**src/rtl/onfi_nand_target_if.sv**
```systemverilog
// ONFI SDR pin bundle between a NAND controller (master) and a flash target (slave).
// The IO bus is split into in/out/oe; an outer wrapper maps it onto the tristate pins.
interface onfi_nand_target_if;
  logic       CE_x_n;
  logic       CLE_x;
  logic       ALE_x;
  logic       WE_x_n;
  logic       RE_x_n;
  logic       WP_x_n;
  logic [7:0] io_in;
  logic [7:0] io_out;
  logic       io_oe;
  logic       RB_x_n;

  modport master (
    output CE_x_n, CLE_x, ALE_x, WE_x_n, RE_x_n, WP_x_n, io_in,
    input  io_out, io_oe, RB_x_n
  );

  modport slave (
    input  CE_x_n, CLE_x, ALE_x, WE_x_n, RE_x_n, WP_x_n, io_in,
    output io_out, io_oe, RB_x_n
  );
endinterface

```
**src/rtl/onfi_nand_target.sv**
```systemverilog
// Cycle-based ONFI SDR NAND target: decodes WE/RE strobes into command, address and data
// cycles, holds a flop-based array plus page register, and models busy time on R/B.
module onfi_nand_target #(
  parameter int unsigned PAGE_BYTES = 16,
  parameter int unsigned PAGES      = 4,
  parameter int unsigned T_R        = 20,
  parameter int unsigned T_PROG     = 50,
  parameter int unsigned T_RST      = 10,
  parameter logic [7:0]  ID0        = 8'h2C,
  parameter logic [7:0]  ID1        = 8'hDA,
  parameter logic [7:0]  ID2        = 8'h90,
  parameter logic [7:0]  ID3        = 8'h95
) (
  input logic                clk,
  input logic                rst,
  onfi_nand_target_if.slave  bus
);
  localparam int unsigned ColW = (PAGE_BYTES > 1) ? $clog2(PAGE_BYTES) : 1;
  localparam int unsigned RowW = (PAGES > 1) ? $clog2(PAGES) : 1;
  localparam int unsigned CntW = 16;

  localparam logic [2:0] StIdle     = 3'd0;
  localparam logic [2:0] StIdAddr   = 3'd1;
  localparam logic [2:0] StRdAddr   = 3'd2;
  localparam logic [2:0] StProgAddr = 3'd3;
  localparam logic [2:0] StProgData = 3'd4;
  localparam logic [2:0] StBusy     = 3'd5;
  localparam logic [2:0] StOut      = 3'd6;

  localparam logic [1:0] MdId = 2'd0, MdStatus = 2'd1, MdPage = 2'd2;
  localparam logic [1:0] OpRead = 2'd0, OpProg = 2'd1, OpRst = 2'd2;

  logic            we_q, re_q;
  logic [2:0]      state_q, state_d;
  logic [1:0]      mode_q, mode_d, op_q, op_d, addr_cnt_q, addr_cnt_d, idx_q, idx_d;
  logic [CntW-1:0] cnt_q, cnt_d;
  logic [ColW-1:0] col_q, col_d, ptr_q, ptr_d;
  logic [RowW-1:0] row_q, row_d;
  logic            fail_q, fail_d, wp_conf_q, wp_conf_d;
  logic            stat_busy_q, stat_busy_d, resume_q, resume_d;
  logic            rb_q, rb_d, io_oe_q, io_oe_d;
  logic [7:0]      io_out_q, io_out_d, id_byte, status_byte;
  logic            we_rise, re_fall, re_rise, page_rd;
  logic            do_rst, page_wr, page_load, page_clear, commit;
  logic [7:0]      page_q  [PAGE_BYTES];
  logic [7:0]      array_q [PAGES][PAGE_BYTES];

  assign we_rise = ~bus.CE_x_n & ~we_q & bus.WE_x_n;
  assign re_fall = ~bus.CE_x_n & re_q & ~bus.RE_x_n;
  assign re_rise = ~bus.CE_x_n & ~re_q & bus.RE_x_n;
  // A bare 0x00 after an interrupting status read resumes page output at the old column.
  assign page_rd = (state_q == StOut && mode_q == MdPage) ||
                   (state_q == StRdAddr && resume_q && addr_cnt_q == 2'd0);
  assign status_byte = {bus.WP_x_n, rb_q, rb_q, 4'b0000, fail_q};

  always_comb begin
    unique case (idx_q)
      2'd0:    id_byte = ID0;
      2'd1:    id_byte = ID1;
      2'd2:    id_byte = ID2;
      default: id_byte = ID3;
    endcase
  end

  always_comb begin
    state_d = state_q; mode_d = mode_q; op_d = op_q; addr_cnt_d = addr_cnt_q;
    idx_d = idx_q; cnt_d = cnt_q; col_d = col_q; ptr_d = ptr_q; row_d = row_q;
    fail_d = fail_q; wp_conf_d = wp_conf_q; stat_busy_d = stat_busy_q;
    resume_d = resume_q; rb_d = rb_q; io_oe_d = io_oe_q; io_out_d = io_out_q;
    do_rst = 1'b0; page_wr = 1'b0; page_load = 1'b0; page_clear = 1'b0; commit = 1'b0;

    if (we_rise) begin
      if (bus.CLE_x && !bus.ALE_x) begin
        if (state_q == StBusy) begin
          if (bus.io_in == 8'h70) stat_busy_d = 1'b1;
          else if (bus.io_in == 8'hFF) do_rst = 1'b1;
        end else begin
          case (bus.io_in)
            8'hFF: do_rst = 1'b1;
            8'h90: begin state_d = StIdAddr; resume_d = 1'b0; end
            8'h70: begin
              state_d = StOut;
              mode_d  = MdStatus;
              if (state_q == StOut && mode_q == MdPage) resume_d = 1'b1;
            end
            8'h00: begin state_d = StRdAddr; addr_cnt_d = 2'd0; end
            8'h30: begin
              if (state_q == StRdAddr && addr_cnt_q == 2'd2) begin
                state_d = StBusy; op_d = OpRead; cnt_d = CntW'(T_R - 1);
                rb_d = 1'b0; stat_busy_d = 1'b0; resume_d = 1'b0;
              end
            end
            8'h80: begin state_d = StProgAddr; addr_cnt_d = 2'd0; resume_d = 1'b0; end
            8'h10: begin
              if (state_q == StProgData) begin
                state_d = StBusy; op_d = OpProg; cnt_d = CntW'(T_PROG - 1);
                rb_d = 1'b0; stat_busy_d = 1'b0; wp_conf_d = bus.WP_x_n;
              end
            end
            default: ;
          endcase
        end
      end else if (bus.ALE_x && !bus.CLE_x) begin
        if (state_q == StIdAddr) begin
          if (bus.io_in == 8'h00) begin state_d = StOut; mode_d = MdId; idx_d = 2'd0; end
          else state_d = StIdle;
        end else if (state_q == StRdAddr || state_q == StProgAddr) begin
          resume_d = 1'b0;
          if (addr_cnt_q == 2'd0) begin
            col_d = bus.io_in[ColW-1:0];
            addr_cnt_d = 2'd1;
          end else if (addr_cnt_q == 2'd1) begin
            row_d = bus.io_in[RowW-1:0];
            addr_cnt_d = 2'd2;
            if (state_q == StProgAddr) begin state_d = StProgData; ptr_d = col_q; end
          end
        end
      end else if (!bus.CLE_x && !bus.ALE_x && state_q == StProgData) begin
        page_wr = 1'b1;
        ptr_d   = ptr_q + ColW'(1);
      end
    end else if (re_fall) begin
      if (page_rd) begin
        io_oe_d = 1'b1; io_out_d = page_q[ptr_q];
        state_d = StOut; mode_d = MdPage; resume_d = 1'b0;
      end else if (state_q == StOut && mode_q == MdId) begin
        io_oe_d = 1'b1; io_out_d = id_byte;
      end else if ((state_q == StOut && mode_q == MdStatus) ||
                   (state_q == StBusy && stat_busy_q)) begin
        io_oe_d = 1'b1; io_out_d = status_byte;
      end
    end else if (re_rise) begin
      io_oe_d = 1'b0;
      if (state_q == StOut && mode_q == MdPage) ptr_d = ptr_q + ColW'(1);
      if (state_q == StOut && mode_q == MdId)   idx_d = idx_q + 2'd1;
    end

    if (do_rst) begin
      state_d = StBusy; op_d = OpRst; cnt_d = CntW'(T_RST - 1); rb_d = 1'b0;
      stat_busy_d = 1'b0; resume_d = 1'b0; fail_d = 1'b0; page_clear = 1'b1;
    end else if (state_q == StBusy) begin
      if (cnt_q == '0) begin
        rb_d    = 1'b1;
        state_d = stat_busy_d ? StOut : StIdle;
        mode_d  = MdStatus;
        if (op_q == OpRead) begin
          page_load = 1'b1; ptr_d = col_q; resume_d = stat_busy_d;
          if (!stat_busy_d) begin state_d = StOut; mode_d = MdPage; end
        end else if (op_q == OpProg) begin
          commit = wp_conf_q;
          fail_d = ~wp_conf_q;
        end
      end else begin
        cnt_d = cnt_q - CntW'(1);
      end
    end

    if (bus.CE_x_n) io_oe_d = 1'b0;
  end

  always_ff @(posedge clk) begin
    if (rst) begin
      we_q <= 1'b1; re_q <= 1'b1; state_q <= StIdle; mode_q <= MdId; op_q <= OpRead;
      addr_cnt_q <= '0; idx_q <= '0; cnt_q <= '0; col_q <= '0; ptr_q <= '0; row_q <= '0;
      fail_q <= 1'b0; wp_conf_q <= 1'b0; stat_busy_q <= 1'b0; resume_q <= 1'b0;
      rb_q <= 1'b1; io_oe_q <= 1'b0; io_out_q <= 8'h00;
      for (int b = 0; b < PAGE_BYTES; b++) page_q[b] <= 8'hFF;
      for (int p = 0; p < PAGES; p++)
        for (int b = 0; b < PAGE_BYTES; b++) array_q[p][b] <= 8'hFF;
    end else begin
      we_q <= bus.WE_x_n; re_q <= bus.RE_x_n; state_q <= state_d; mode_q <= mode_d;
      op_q <= op_d; addr_cnt_q <= addr_cnt_d; idx_q <= idx_d; cnt_q <= cnt_d;
      col_q <= col_d; ptr_q <= ptr_d; row_q <= row_d; fail_q <= fail_d;
      wp_conf_q <= wp_conf_d; stat_busy_q <= stat_busy_d; resume_q <= resume_d;
      rb_q <= rb_d; io_oe_q <= io_oe_d; io_out_q <= io_out_d;
      if (page_clear) begin
        for (int b = 0; b < PAGE_BYTES; b++) page_q[b] <= 8'hFF;
      end else if (page_load) begin
        for (int b = 0; b < PAGE_BYTES; b++) page_q[b] <= array_q[row_q][b];
      end else if (page_wr) begin
        page_q[ptr_q] <= bus.io_in;
      end
      if (commit) begin
        for (int b = 0; b < PAGE_BYTES; b++) array_q[row_q][b] <= page_q[b];
      end
    end
  end

  assign bus.RB_x_n = rb_q;
  assign bus.io_oe  = io_oe_q;
  assign bus.io_out = io_out_q;
endmodule

```
**src/flat_wrapper.sv**
```systemverilog
// flat-port wrapper written by rule: the top's interface ports become plain ports
module onfi_nand_target_flat 
#(
  parameter int unsigned PAGE_BYTES = 16,
  parameter int unsigned PAGES      = 4,
  parameter int unsigned T_R        = 20,
  parameter int unsigned T_PROG     = 50,
  parameter int unsigned T_RST      = 10,
  parameter logic [7:0]  ID0        = 8'h2C,
  parameter logic [7:0]  ID1        = 8'hDA,
  parameter logic [7:0]  ID2        = 8'h90,
  parameter logic [7:0]  ID3        = 8'h95
)
  (clk, rst, bus_CE_x_n, bus_CLE_x, bus_ALE_x, bus_WE_x_n, bus_RE_x_n, bus_WP_x_n, bus_io_in, bus_io_out, bus_io_oe, bus_RB_x_n);
  onfi_nand_target_if bus_i ();
  input logic clk;
  input logic rst;
  input wire logic [$bits(bus_i.CE_x_n)-1:0] bus_CE_x_n;
  input wire logic [$bits(bus_i.CLE_x)-1:0] bus_CLE_x;
  input wire logic [$bits(bus_i.ALE_x)-1:0] bus_ALE_x;
  input wire logic [$bits(bus_i.WE_x_n)-1:0] bus_WE_x_n;
  input wire logic [$bits(bus_i.RE_x_n)-1:0] bus_RE_x_n;
  input wire logic [$bits(bus_i.WP_x_n)-1:0] bus_WP_x_n;
  input wire logic [$bits(bus_i.io_in)-1:0] bus_io_in;
  output wire logic [$bits(bus_i.io_out)-1:0] bus_io_out;
  output wire logic [$bits(bus_i.io_oe)-1:0] bus_io_oe;
  output wire logic [$bits(bus_i.RB_x_n)-1:0] bus_RB_x_n;
  assign bus_i.CE_x_n = bus_CE_x_n;
  assign bus_i.CLE_x = bus_CLE_x;
  assign bus_i.ALE_x = bus_ALE_x;
  assign bus_i.WE_x_n = bus_WE_x_n;
  assign bus_i.RE_x_n = bus_RE_x_n;
  assign bus_i.WP_x_n = bus_WP_x_n;
  assign bus_i.io_in = bus_io_in;
  assign bus_io_out = bus_i.io_out;
  assign bus_io_oe = bus_i.io_oe;
  assign bus_RB_x_n = bus_i.RB_x_n;
  onfi_nand_target #(.PAGE_BYTES(PAGE_BYTES), .PAGES(PAGES), .T_R(T_R), .T_PROG(T_PROG), .T_RST(T_RST), .ID0(ID0), .ID1(ID1), .ID2(ID2), .ID3(ID3)) u_core (.clk(clk), .rst(rst), .bus(bus_i));
endmodule
```
**config.mk**
```make
export PLATFORM = sky130hd
export DESIGN_NAME = onfi_nand_target_flat
export DESIGN_NICKNAME = d
export VERILOG_FILES = /design/src/rtl/onfi_nand_target_if.sv /design/src/rtl/onfi_nand_target.sv /design/src/flat_wrapper.sv
export SDC_FILE = /design/constraint.sdc
export NUM_CORES = 1
export LEC_CHECK = 0
export BUFFER_PORTS_ARGS = -buffer_cell sky130_fd_sc_hd__buf_4
export CAP_MARGIN = 5
export CORE_UTILIZATION = 60
export CTS_CLUSTER_SIZE = 10
export DETAILED_ROUTE_END_ITERATION = 8
export PLACE_DENSITY_LB_ADDON = 0.3
export SLEW_MARGIN = 20
export SYNTH_ARGS = -nofsm -noshare
export SYNTH_HDL_FRONTEND = slang
export SYNTH_SLANG_ARGS = --single-unit
```
**constraint.sdc**
```tcl
create_clock -name clk -period 12.3 [get_ports clk]
set_input_delay 2.46 -clock clk [delete_from_list [all_inputs] [get_ports clk]]
set_output_delay 2.46 -clock clk [all_outputs]
set_load 0.01 [all_outputs]
```
==> metrics.yaml, run 1 <==
run_status:
  outcome: "finished clean"
global_routing:
  grt_pass1_wl_um: 117600
  grt_start_max_net_pins: 79
  grt-ovfl-total: 0
  antenna_found_initial: 0
  track_usage: 0.2940
  first_global_vias: 19070
logic_synthesis:
  yosysWarnings: 0
  ys_seq_area_frac: 0.6355
  syn-cell-area_mm2: 0.03197
  muxShareOfSynthArea: 0.1175
  synth_top_family_by_area: "simple AND/OR/NAND/NOR gates"
  ys.flop_type: "edfxtp_1"
  synth_fa_ha_area_frac: 0.005087
  synth_fp_nets: 2142
  synth-compound-area-share: 0.06997
  ys_types: 78
  synthCells: 2113
  syn_avg_cell_area_um2: 15.13
  synthTopCellsByArea: "edfxtp_1 60%, mux4_2 11%, or2_2 7.6%"
  async_flop_share: 0
  synth_edf_count: 640
  synth_top_cell_area_share: 0.6011
  yosysTopAreaCell: "edfxtp_1"
  postSynthRegisterBits: 695
  synthXorXnorAreaFrac: 0.001096
  synth_simple_gate_area_frac: 0.1430
job:
  maxCapViolCount: 0
hold_path:
  hp-class: "flip-flop to flip-flop"
setup_path:
  path_max_fanout: 66
  path_class: "input pin to flip-flop"
  path_cells: "buf_4 > inv_1 > ha_1 > nand4bb_1 > or4_1 > nand2_4 > nor3_2 > nor3b_4 > buf_4 > or2_4 > buf_4"
  cp_data_arrival_time_ps: 7440
  cpMostUsedCell: "buf_4"
  crit_path_top_delay_cell: "or2_4"
  max_stage_delay_ps: 980
  cp.required_ps: 12520
  critPathLaunchType: "input pin"
  rrSetupSlack_ps: 6970
  worstSetupEndpointType: "flip-flop"
place:
  dpl.hpwl_um: 42340
  numPortBuffers: 25
  routabilityCongestion: 0.8975
  place_area_mm2: 0.03260
layout:
  nFillCells: 3539
  fin_nets: 2117
  syn_to_final_growth_pct: 8.860
  drive_gt1_frac: 0.3540
  diodes: 0
  multiInputGateArea_mm2: 0.01082
  seq_area_mm2: 0.02033
  stdcell_area_mm2: 0.03480
routing:
  vias: 19140
  vias_per_cell: 6.827
  dr.pass1.iters: 8
  wl_per_cell_um: 27.74
  wirelength_um: 77780
  ant_nets: 0
  drt_iter0_drc: 2200
  drc: 0
clock_network:
  cts_made_buffers: 80
  clock-sinks: 695
  htreeDepth: 3
  cts_tree: "yes"
  clockRootBuffer: "clkbuf_16"
  cts_setup_buffers: 0
  ctsResizeCount: 0
  clock_latency_ps: 610
  clk_pin_slew_worst_paths_ps: 60
  cts_buffer_depth: 3
  cts_hold_buffers: 0
timing:
  fmax_ghz: 0.1386
  setup_tns_ps: 0
  maxSlewViolCount: 0
  min_period_ps: 7215
  hold_viol_final: 0
  setup_viol: 0
  tightestPinTransition_ps: 1122
  rsz0062_at_grt: "no"
  finalClockSkew_ps: 28.67
  slew_headroom: 0.2522
  period_share: 0.5866
power:
  vdd_drop_max_mv: 0.1177
  power_leakage_nw: 9.683
  powerDensity_mw_per_mm2: 140.6
floorplanning:
  num_rows: 84
  die_h_um: 232.8
  die_area_mm2: 0.05421
  core_mm2: 0.05266
  initial_core_util: 0.6072
  fp.dieW_um: 232.8
  pin_count: 26
synthesized netlist by cell type, drive strengths merged (4+ instances only):
| library cell | number |
|---|---|
| mux2 | 10 |
| a22oi | 5 |
| o211ai | 5 |
| nor2b | 12 |
| mux2i | 4 |
| a211oi | 10 |
| o32a | 129 |
| or2 | 391 |
| nor4 | 7 |
| nor3 | 21 |
| nor2 | 57 |
| o31ai | 5 |
| nand3b | 4 |
| o21ai | 45 |
| nand2b | 138 |
| clkbuf | 117 |
| o22ai | 6 |
| inv | 13 |
| nand4 | 14 |
| ha | 13 |
| dfxtp | 55 |
| or4 | 6 |
| nor3b | 4 |
| buf | 61 |
| or3 | 8 |
| mux4 | 160 |
| nand2 | 48 |
| nand3 | 22 |
| a31oi | 11 |
| a21oi | 45 |
| edfxtp | 640 |
sequential cells by signal (all words and copies together), names as in the netlist, 3 cells and up, named ones only:
signal,count
u_core.ptr_q,4
u_core.state_q,3
u_core.col_q,4
u_core.array_q,512
u_core.bus.io_out,8
u_core.cnt_q,16
u_core.page_q,128
worst paths after layout:
check / start / end / depth (start not counted)
max: bus_ALE_x / u_core.array_q[0][67] / 11
min: u_core.cnt_q[15] / u_core.cnt_q[15] / 2
max reg2reg: u_core.state_q[2] / u_core.array_q[0][67] / 8
min reg2reg: u_core.cnt_q[15] / u_core.cnt_q[15] / 2
cell type report:
type,count,share of cell area
sequential,695,0.5841
multi-input combinational,1227,0.3110
clock buffer,104,0.06194
tap,688,0.02473
timing repair buffer,71,0.01531
clock inverter,6,0.001546
inverter,13,0.001402
cells by family (layout without fill, tap and decap cells):
logic type | Yosys count | count (layout)
AO/OA/AOI/OAI | 282 | 282
buffers and inverters | 191 | 194
adder cells (fa/ha/maj) | 13 | 13
AND/OR/NAND/NOR | 754 | 754
multiplexers | 174 | 174
XOR/XNOR | 4 | 4
flip-flops | 695 | 695
metrics by stage:
step                setup slack, ps  utilization  total power [mW]  hold slack, ps  instances
detailed placement             4487       0.6190             2.848           470.6       2694
CTS                            5106       0.6610             4.909           479.2       2804
floorplan                      4953            -             2.794           439.0       2113
global route                   4761       0.6610             5.005           500.8       2804
global placement               4543       0.6189             2.842           454.8       2694
finish                         5085       0.6610             4.894           475.2       2804
worst max-delay path: cells and delay by family:
| family | cells | cell delay [ps] |
|---|---|---|
| adders and majority gates | 1 | 390 |
| and+or+nand+nor | 6 | 2690 |
| buffers and inverters | 4 | 1840 |
report_power, final:
group	switching (mW)	total, mW	leakage, nW	internal [mW]
Clock	0.881	2.09	1.07	1.21
Sequential	0.0235	2.67	6.26	2.65
Combinational	0.0937	0.129	2.35	0.0355
Total	0.998	4.89	9.68	3.90
cell usage in the layout, fill, tap and decap left out, types with 3 or more instances in the layout:
| cell | instances |
|---|---|
| and3b_1 | 3 |
| clkbuf_1 | 21 |
| or2_2 | 389 |
| nor4_1 | 5 |
| or4_1 | 5 |
| a211oi_1 | 10 |
| o211ai_1 | 5 |
| or3_1 | 8 |
| nand2_4 | 4 |
| nand2b_1 | 138 |
| a221oi_1 | 3 |
| a31oi_1 | 11 |
| a22oi_1 | 5 |
| mux2i_1 | 4 |
| ha_1 | 13 |
| mux2_2 | 10 |
| o32a_1 | 129 |
| dfxtp_1 | 51 |
| nand3_1 | 20 |
| nand4bb_1 | 3 |
| and3_1 | 3 |
| nor3_2 | 3 |
| buf_4 | 71 |
| clkbuf_16 | 83 |
| a21oi_1 | 44 |
| xnor2_1 | 3 |
| mux4_2 | 160 |
| nand4_1 | 10 |
| o21ai_0 | 45 |
| nor2_1 | 57 |
| o22ai_1 | 5 |
| edfxtp_1 | 640 |
| inv_1 | 13 |
| nor2b_1 | 12 |
| nor3_1 | 18 |
| nand2_1 | 44 |
| nand3b_1 | 4 |
| o31ai_1 | 5 |
metal layers:
metal / vias up / global-route usage / part of all wire / routed length [um]
li1: 8102 / - / - / -
met3: 158 / 0.05674 / 0.092 / 7150
met5: - / 0 / 0 / 0
met4: 0 / 0.1058 / 0.032 / 2513
met2: 1079 / 0.4751 / 0.49 / 38200
met1: 9804 / 0.4001 / 0.38 / 29930
Power figures use the tool's default switching activity.
==> run 2: changes to the inputs <==
- ABC_AREA: not set -> 1
- CORE_UTILIZATION: 60 -> 57
- clock period: 12.3 -> 5.8 ns (I/O delays scaled with it)
==> run 2 against run 1 <==
First-iteration DRC count rose by 65%. Cell count grew 40%. Global-route usage is 3.0 points higher. Wire length up 20%. Die area up 7.3%. Synthesized cell count rose by 54%. Sequential cell count did not move. Critical path depth rose by 1. Area after synthesis grew 2.0%. Critical endpoint is now u_core.page_q[12][4]. Highest routed layer is now met5.
==> metrics.yaml, run 2 <==
run_status:
  outcome: "finished clean"
layout:
  top_register: "u_core.array_q"
  final_common_cell: "edfxtp_1"
  drive_gt1_frac: 0.07021  # -0.2838
  nFillCells: 4392  # +24%
  final_util: 0.6275  # -0.03350
  reg_top3: "u_core.array_q: 512 flops, u_core.page_q: 128 flops, u_core.cnt_q: 16 flops"
  fin_nets: 3174  # +50%
  largest_register_ff_count: 512  # unchanged
  diodes: 0  # unchanged
  fin_cells: 3932  # +40%
  layout_common_cells: "640 x edfxtp_1, 596 x nor2_1, 400 x nand2_1, 265 x nand4_1, 263 x o21ai_0"
  syn_to_final_growth_pct: 8.714
setup_path:
  critPathLaunchType: "input pin"
  rr_worst_depth: 6  # -2
  path_max_fanout: 21  # -68%
  cp.required_ps: 6140  # -6380 ps
  rrSetupSlack_ps: 2420  # -4550 ps
  path_class: "input pin to flip-flop"
  cp_data_arrival_time_ps: 4060  # -3380 ps
  timing.rr.end: "u_core.page_q[12][0]"
  worstSetupEndpointType: "flip-flop"
global_routing:
  grt_pass1_wl_um: 143400  # +22%
  track_usage: 0.3240  # +0.03001
  grt_start_max_net_pins: 257  # +230%
  first_global_vias: 24790  # +30%
  grt-ovfl-total: 0  # unchanged
  antenna_found_initial: 1  # +1
routing:
  ant_nets: 0  # unchanged
  vias: 25740  # +34%
  wl_per_cell_um: 23.82  # -14%
  drt_iter0_drc: 3624  # +65%
  wirelength_um: 93680  # +20%
  vias_per_cell: 6.546  # -4.1%
  dr.pass1.iters: 6  # -2
  drc: 0  # unchanged
timing:
  period_share: 0.6410
  slew_headroom: 0.2379  # -0.01424
  min_period_ps: 3718
  fmax_ghz: 0.2690
  setup_viol: 0  # unchanged
  finalClockSkew_ps: 31.36  # +2.691 ps
  tightestPinTransition_ps: 1143  # +21.37 ps
  hold_viol_final: 0  # unchanged
  rsz0062_at_grt: "no"
  layout_setup_ws_ps: 2082  # -3003 ps
  maxSlewViolCount: 0  # unchanged
  setup_tns_ps: 0  # unchanged
clock_network:
  htreeDepth: 3  # unchanged
  cts_hold_buffers: 0  # unchanged
  cts_setup_buffers: 0  # unchanged
  clock-sinks: 695  # unchanged
  clock_latency_ps: 630  # +20 ps
  ctsResizeCount: 0  # unchanged
  clockRootBuffer: "clkbuf_16"
  clk_pin_slew_worst_paths_ps: 60  # about the same
  cts_tree: "yes"
  cts_buffer_depth: 3  # unchanged
  cts_made_buffers: 80  # unchanged
hold_path:
  min_to: "u_core.col_q[1]"
  hp-class: "flip-flop to flip-flop"
  min_path_cells: 2  # unchanged
  hold_path_startpoint: "u_core.col_q[1]"
power:
  power_leakage_nw: 10.64  # +9.9%
  p_int_mw: 8.122  # +110%
  switchingPower_mw: 2.147  # +120%
  power_frac_seq: 0.536  # -0.010
  power_frac_clock: 0.440  # +0.013
  pwr-share-comb: 0.025  # about the same
  powerDensity_mw_per_mm2: 289.7  # +110%
  p_sw_frac: 0.2091  # +0.005174
  vdd_drop_max_mv: 0.2360  # +100%
place:
  dpl.hpwl_um: 49030  # +16%
  numPortBuffers: 25  # unchanged
  dp_cells: 3819  # +42%
  dp_slack_ps: 1194  # -3294 ps
  routabilityCongestion: 0.9287  # +3.5%
logic_synthesis:
  yosysTopAreaCell: "edfxtp_1"
  post-synth-top-count-cell: "edfxtp_1"
  synthTopCellsByCount: "640 x edfxtp_1, 596 x nor2_1, 403 x nand2_1"
  async_flop_share: 0  # unchanged
  syn_avg_cell_area_um2: 10.04  # -34%
  synth_fp_nets: 3276  # +53%
  synthCells: 3247  # +54%
  postSynthRegisterBits: 695  # unchanged
  yosysWarnings: 0  # unchanged
  ys_types: 40  # -49%
  synth_edf_count: 640  # unchanged
  ys_seq_area_frac: 0.6231  # -0.01241
  synth_top_cell_area_share: 0.5894  # -0.01174
  ys.flop_type: "edfxtp_1"
  syn-cell-area_mm2: 0.03261  # +2.0%
  synthTopCellsByArea: "edfxtp_1 59%, nor2_1 6.9%, nand4_1 5.1%"
floorplanning:
  fp.dieW_um: 241.2  # +3.6%
  die_area_mm2: 0.05817  # +7.3%
  pin_count: 26  # unchanged
  core_mm2: 0.05650  # +7.3%
  initial_core_util: 0.5772  # -0.03000
  num_rows: 87  # +3.6%
  die_h_um: 241.2  # +3.6%
job:
  maxCapViolCount: 0  # unchanged
==> run 2: worst max path at each step <==
| stage | start | end | slack [ps] |
|---|---|---|---|
| final | bus_ALE_x | u_core.page_q[12][4] | 2080 |
| after CTS | bus_ALE_x | u_core.page_q[8][6] | 1830 |
| after global placement | bus_ALE_x | u_core.page_q[8][2] | 1370 |
| after floorplan | bus_ALE_x | u_core.array_q[2][0] | 90 |
| after detailed placement | bus_ALE_x | u_core.page_q[8][6] | 1190 |
| after global routing | bus_ALE_x | u_core.page_q[13][3] | 1820 |
==> run 2: power groups by stage <==
stage,logic [mW],registers (mW),clock network (mW)
finish,0.253,5.50,4.51
global placement,0.247,5.60,0
CTS,0.249,5.50,4.53
global route,0.262,5.50,4.72
detailed placement,0.248,5.60,0
floorplan,0.116,5.62,0
==> run 2: kinds of logic after synthesis <==
kind of cell	synth area share
XOR/XNOR	0.001343
flip-flops	0.6231
adder cells (fa/ha/maj)	0.004988
buffers and inverters	0.06143
AO/OA/AOI/OAI	0.1197
AND/OR/NAND/NOR	0.1894
==> run 2: metal layers <==
metal	up-vias	global-route usage	part of all wire
met5	-	0	0.00014
met4	2	0.1300	0.035
met3	227	0.07217	0.12
met2	1774	0.5082	0.47
met1	12370	0.4395	0.37
li1	11360	-	-
==> run 2: layout make-up <==
type                            count  area (um2)  area share
Inverter                          223       854.6     0.02411
Clock inverter                      7       93.84    0.002647
Sequential cell                   695       20340      0.5736
Tap cell                          756       945.9     0.02668
Multi-Input combinational cell   2066       10330      0.2913
Clock buffer                      106        2163     0.06102
Timing Repair Buffer               79       730.7     0.02061
==> run 2: per-stage QoR <==
step / area (um2) / hold slack [ps] / total power [mW]
final: 35450 / 460.7 / 10.27
after CTS: 35450 / 459.2 / 10.28
after global routing: 35450 / 473.3 / 10.48
after detailed placement: 33190 / 450.3 / 5.852
after global placement: 33190 / 447.0 / 5.849
after floorplan: 32610 / 430.4 / 5.734
==> run 2: critical path: stages <==
cell and delay (ps):
buf_4 90, inv_1 50, ha_1 300, inv_1 330, nor2_1 130, nand2_1 220
inv_1 120, nor2_2 100, buf_4 300, nand4_4 330, o21ai_0 650, buf_4 260
